### config.mk
export PLATFORM = sky130hd
export DESIGN_NAME = uart_link_arbiter
export DESIGN_NICKNAME = d
export VERILOG_FILES = /design/src/rtl/uart_link_pkg.sv /design/src/rtl/rr_pick.sv /design/src/rtl/uart_link_arbiter.sv
export SDC_FILE = /design/constraint.sdc
export NUM_CORES = 1
export LEC_CHECK = 0
export ABC_CLOCK_PERIOD_IN_PS = 2400
export CAP_MARGIN = 15
export CORE_ASPECT_RATIO = 0.6
export CORE_MARGIN = 2
export CORE_UTILIZATION = 38
export CTS_BUF_LIST = sky130_fd_sc_hd__clkbuf_2
export DETAILED_ROUTE_END_ITERATION = 6
export PLACE_DENSITY = 0.69
export RECOVER_POWER = 100
export SYNTH_ARGS = -nofsm -noshare
export SYNTH_HDL_FRONTEND = slang
export SYNTH_HIERARCHICAL = 1
export SYNTH_SLANG_ARGS = --single-unit
### constraint.sdc
create_clock -name i_clock -period 2.4 [get_ports i_clock]
set_input_delay 0.72 -clock i_clock [delete_from_list [all_inputs] [get_ports i_clock]]
set_output_delay 0.72 -clock i_clock [all_outputs]
set_load 0.1 [all_outputs]
### src/rtl/uart_link_pkg.sv
// uart_link_pkg: FSM state encoding, UART command codes and bus widths shared by the link arbiter.
package uart_link_pkg;
  typedef enum logic [1:0] {IDLE = 2'd0, ISSUE = 2'd1, WAIT = 2'd2, RESP = 2'd3} state_t;
  typedef enum logic [2:0] {
    UART_CMD_NOP    = 3'd0,
    UART_CMD_TX     = 3'd1,
    UART_CMD_RX     = 3'd2,
    UART_CMD_BAUD   = 3'd3,
    UART_CMD_STATUS = 3'd4
  } uart_cmd_t;
  localparam int UART_CMD_W  = 3;
  localparam int UART_DATA_W = 32;
  localparam int UART_BYTE_W = 8;
endpackage

### src/rtl/rr_pick.sv
// rr_pick: combinational round-robin selector; first set request at or after the pointer, wrapping.
module rr_pick #(
  parameter int N_REQ = 2,
  parameter int PTR_W = $clog2(N_REQ)
) (
  input  logic [N_REQ-1:0] i_req,
  input  logic [PTR_W-1:0] i_ptr,
  output logic [N_REQ-1:0] o_gnt,
  output logic [PTR_W-1:0] o_idx,
  output logic             o_any
);
  always_comb begin
    o_idx = '0;
    for (int k = N_REQ - 1; k >= 0; k--)
      if (i_req[PTR_W'((int'(i_ptr) + k) % N_REQ)]) o_idx = PTR_W'((int'(i_ptr) + k) % N_REQ);
    o_any = |i_req;
    o_gnt = '0;
    o_gnt[o_idx] = o_any;
  end
endmodule

### src/rtl/uart_link_arbiter.sv
// uart_link_arbiter: round-robin sharing of one UART command port between N_REQ requesters.
// Optional watchdog on the write-back wait is enabled by defining UART_LINK_ARB_TIMEOUT_EN.
module uart_link_arbiter
  import uart_link_pkg::*;
#(
  parameter int N_REQ       = 2,
  parameter int PTR_W       = $clog2(N_REQ),
  parameter int TIMEOUT_CYC = 4096
) (
  input  logic                          i_clock,
  input  logic                          i_reset_n,
  input  logic [N_REQ-1:0]              i_req,
  input  logic [UART_CMD_W*N_REQ-1:0]   i_req_cmd,
  input  logic [UART_DATA_W*N_REQ-1:0]  i_req_data,
  output logic [N_REQ-1:0]              o_gnt,
  output logic [N_REQ-1:0]              o_rsp_valid,
  output logic [UART_BYTE_W-1:0]        o_rsp_data,
  output logic                          o_rsp_err,
  output logic                          o_busy,
  output logic [UART_CMD_W-1:0]         o_uart_instruction,
  output logic [UART_DATA_W-1:0]        o_uart_write_value,
  input  logic                          i_uart_done,
  input  logic [UART_BYTE_W-1:0]        i_uart_rx_data
);
  state_t                 r_state, w_next;
  logic [PTR_W-1:0]       r_ptr, r_owner, w_idx;
  logic [N_REQ-1:0]       w_onehot;
  logic                   w_any, w_timeout, w_finish;
  logic [UART_CMD_W-1:0]  r_cmd, r_instr;
  logic [UART_DATA_W-1:0] r_data, r_wval;
  logic [UART_BYTE_W-1:0] r_rsp_data;
  logic [N_REQ-1:0]       r_gnt, r_rsp_valid;

  rr_pick #(.N_REQ(N_REQ), .PTR_W(PTR_W)) u_pick (
    .i_req(i_req), .i_ptr(r_ptr), .o_gnt(w_onehot), .o_idx(w_idx), .o_any(w_any)
  );

  assign w_finish = i_uart_done || w_timeout;

  always_comb begin
    w_next = r_state;
    case (r_state)
      IDLE:    w_next = w_any ? ISSUE : IDLE;
      ISSUE:   w_next = WAIT;
      WAIT:    w_next = w_finish ? RESP : WAIT;
      default: w_next = IDLE;
    endcase
  end

  always_ff @(posedge i_clock or negedge i_reset_n) begin
    if (!i_reset_n) begin
      r_state     <= IDLE;
      r_ptr       <= '0;
      r_owner     <= '0;
      r_cmd       <= UART_CMD_NOP;
      r_data      <= '0;
      r_instr     <= UART_CMD_NOP;
      r_wval      <= '0;
      r_rsp_data  <= '0;
      r_gnt       <= '0;
      r_rsp_valid <= '0;
    end else begin
      r_state     <= w_next;
      r_gnt       <= '0;
      r_rsp_valid <= '0;
      case (r_state)
        IDLE: if (w_any) begin
          r_owner <= w_idx;
          r_ptr   <= (int'(w_idx) == N_REQ - 1) ? '0 : w_idx + 1'b1;
          r_gnt   <= w_onehot;
          r_cmd   <= i_req_cmd[w_idx*UART_CMD_W +: UART_CMD_W];
          r_data  <= i_req_data[w_idx*UART_DATA_W +: UART_DATA_W];
        end
        ISSUE: begin
          r_instr <= r_cmd;
          r_wval  <= r_data;
        end
        WAIT: if (w_finish) begin
          r_rsp_data           <= i_uart_done ? i_uart_rx_data : 8'hFF;
          r_rsp_valid[r_owner] <= 1'b1;
          r_instr              <= UART_CMD_NOP;
        end
        default: ;
      endcase
    end
  end

`ifdef UART_LINK_ARB_TIMEOUT_EN
  localparam int WD_W = $clog2(TIMEOUT_CYC);
  logic [WD_W-1:0] r_wdog;
  logic            r_rsp_err;
  assign w_timeout = r_wdog == WD_W'(TIMEOUT_CYC - 1);
  // counter sits at zero outside WAIT, so it is already cleared on entry
  always_ff @(posedge i_clock or negedge i_reset_n) begin
    if (!i_reset_n) begin
      r_wdog    <= '0;
      r_rsp_err <= 1'b0;
    end else begin
      r_wdog <= (r_state == WAIT) ? r_wdog + 1'b1 : '0;
      if (r_state == WAIT && w_finish) r_rsp_err <= !i_uart_done;
    end
  end
  assign o_rsp_err = r_rsp_err;
`else
  logic w_unused_timeout;
  assign w_unused_timeout = TIMEOUT_CYC != 0;
  assign w_timeout        = 1'b0;
  assign o_rsp_err        = 1'b0;
`endif

  assign o_gnt              = r_gnt;
  assign o_rsp_valid        = r_rsp_valid;
  assign o_rsp_data         = r_rsp_data;
  assign o_busy             = r_state != IDLE;
  assign o_uart_instruction = r_instr;
  assign o_uart_write_value = r_wval;
endmodule

==> impl_metrics.yaml <==
yosys:
  synth_cell_type_count: 22
  avgSynthCellArea_um2: 13.2
  synth-seq-area-share_pct: 57.5
  synth_warnings: 6
  synth-seq-cells: 86
  synth_nets: 370
  syn_area_um2: 3740
  netlist_instances: 283
min_path:
  hold_path.class: "in2async"
critical_path:
  cp_slowest_stage_delay_ns: 0.42
  crit_path_start_kind: "flop"
  criticalPathCategory: "reg2out"
  crit_path_max_fanout: 3
  r2r_slack_ns: 0.33
  required_ns: 1.68
  crit_chain: "inv_1 -> ha_4 -> inv_1 -> buf_6"
  cpMaxStageDelayCell: "dfrtp_1"
  critPathArrivalTime_ns: 1.50
  cp_common_cell: "inv_1"
  cp-end-kind: "output pin"
floorplanning:
  start_util_pct: 38.6
  die_x_um: 132
  die_y_um: 80.9
  pin_count: 132
  die_area_um2: 10700
  coreArea_um2: 9700
  placementRows: 28
route:
  wl_met3_um: 828
  drt-total-wl_mm: 8.96
  met1Wirelength_mm: 4.21
  ant_nets: 0
  drt_iter0_markers: 186
  wl_met2_mm: 3.86
  dr.pass1.iters: 5
  wire_per_inst_um: 16.2
  top_layer: "met4"
  vias_per_cell: 4.90
  drc: 0
  routed-via-count: 2709
job:
  maxCapViolCount: 0
clocking:
  clock_sinks: 86
  root_buffer: "clkbuf_2"
  path_clk_slew_ns: 0.21
  cts_buffers: 9
  cts_tree: "built"
  htree_levels: 3
  clock_path_buffers: 2
  clk_latency_ns: 0.53
placed_design:
  place_congestion: 0.753
  hpwl_mm: 6.30
  io_buffers: 130
  post-place-ws_ns: 0.222
run_status:
  status: "completed"
sta:
  min_period_over_period_pct: 92.6
  tightest_slew_ns: 1.08
  setup_viol_count_final: 0
  fmax_mhz: 450
  hold_violations: 0
  clock_skew_ns: 0.0116
  fin_ws_ns: 0.177
  post-route-min-period_ns: 2.22
  slew_headroom_pct: 28.1
  final-max-slew-violation-count: 0
  finalSetupTns_ns: 0
  rsz0062_at_grt: "false"
  whs_ns: 0.340
global_routing:
  grt_pass1_wl_mm: 14.2
  antenna_found_initial: 0
  grt_max_degree: 45
  grt_usage_pct: 17.4
  grt_pass1_vias: 2745
  gr-total-overflow: 0
cells_and_area:
  mostFrequentLayoutCell: "dfrtp_1"
  area_delta_synth_final_pct: 33.6
  diodes: 0
  drive_gt1_share_pct: 28.7
  final_cell_mix: "dfrtp_1, clkdlybuf4s50_1, a21oi_1"
  final_nets: 500
  postLayoutCoreUtil_pct: 51.5
  nFillCells: 895
==> path summary, 6_finish.rpt <==
| check | startpoint | to | cells after the start |
|---|---|---|---|
| min in group i_clock | r_owner | o_rsp_valid[0] | 1 |
| hold / removal | i_reset_n | o_uart_write_value[30] | 1 |
| setup / recovery | r_state[0] | o_busy | 4 |
| max in group asynchronous | i_reset_n | r_data[13] | 2 |
| setup reg to reg | r_state[1] | o_uart_write_value[1] | 4 |
| hold reg to reg | r_owner | o_rsp_valid[0] | 1 |
==> cell type report <==
| type | instances | area, µm² | area share (%) |
|---|---|---|---|
| Tap cell | 135 | 169 | 3.38 |
| Clock buffer | 10 | 50.0 | 1.00 |
| Timing Repair Buffer | 141 | 1160 | 23.2 |
| Sequential cell | 86 | 2150 | 43.0 |
| Inverter | 5 | 18.8 | 0.375 |
| Clock inverter | 6 | 76.3 | 1.53 |
| Multi-Input combinational cell | 170 | 1380 | 27.5 |
==> registers in the layout, indices dropped and copies added, names as in the netlist <==
name                cells
r_ptr                   1
r_owner                 1
r_state                 2
o_rsp_data              8
o_gnt                   2
r_data                 32
o_uart_write_value     32
r_cmd                   3
o_uart_instruction      3
o_rsp_valid             2
==> per-stage QoR <==
stage	area, µm²	instances
after floorplan	3740	283
after global placement	5020	537
after detailed placement	5020	537
after CTS	5150	553
after global routing	5000	553
final	5000	553
==> repair_timing <==
| item | CTS | global route |
|---|---|---|
| setup buffers | 0 | 0 |
| hold buffers | 0 | 0 |
| endpoints found under the setup margin | 0 | 1 |
| resized for setup | 0 | 1 |
==> cells in the mapped netlist <==
| cell type | n | area, µm² |
|---|---|---|
| buf_6 | 6 | 67.6 |
| buf_2 | 6 | 30.0 |
| nor2_2 | 1 | 6.26 |
| buf_12 | 3 | 60.1 |
| and2_1 | 1 | 6.26 |
| o2bb2ai_1 | 3 | 26.3 |
| mux2_2 | 41 | 462 |
| nand2_2 | 1 | 6.26 |
| ha_1 | 4 | 50.1 |
| buf_4 | 6 | 45.0 |
| and2_4 | 1 | 8.76 |
| conb_1 | 1 | 3.75 |
| mux2i_1 | 39 | 390 |
| and3_1 | 3 | 18.8 |
| nor2b_1 | 1 | 6.26 |
| inv_1 | 5 | 18.8 |
| dfrtp_1 | 86 | 2150 |
| a21oi_2 | 4 | 35.0 |
| nand2_1 | 1 | 3.75 |
| nor2_1 | 2 | 7.51 |
| a21oi_1 | 67 | 335 |
| clkbuf_1 | 1 | 3.75 |
==> cells by family (layout without fill, tap and decap cells) <==
logic type	after synthesis	after routing	share of synthesized area, %
other	1	1	0.100
adder cells (fa/ha/maj)	4	4	1.34
multiplexers	80	80	22.8
AO/OA/AOI/OAI	74	74	10.6
buffers and inverters	27	162	6.02
AND/OR/NAND/NOR	11	11	1.71
flip-flops	86	86	57.5
==> worst max-delay path, delay by kind of cell, from the launching register on <==
family / cells / cell delay [ns]
fa+ha+maj: 1 / 0.18
buf+inv: 3 / 0.39
flops: 1 / 0.42
==> routing by layer <==
metal / vias up / GRT usage [%]
met2: 124 / 25.5
met1: 1319 / 24.1
met4: 0 / 4.57
met5: - / 0
li1: 1258 / -
met3: 8 / 6.80
Power is not shown: default switching activity piles up to over one toggle a cycle in this logic, so the estimate is an artifact.
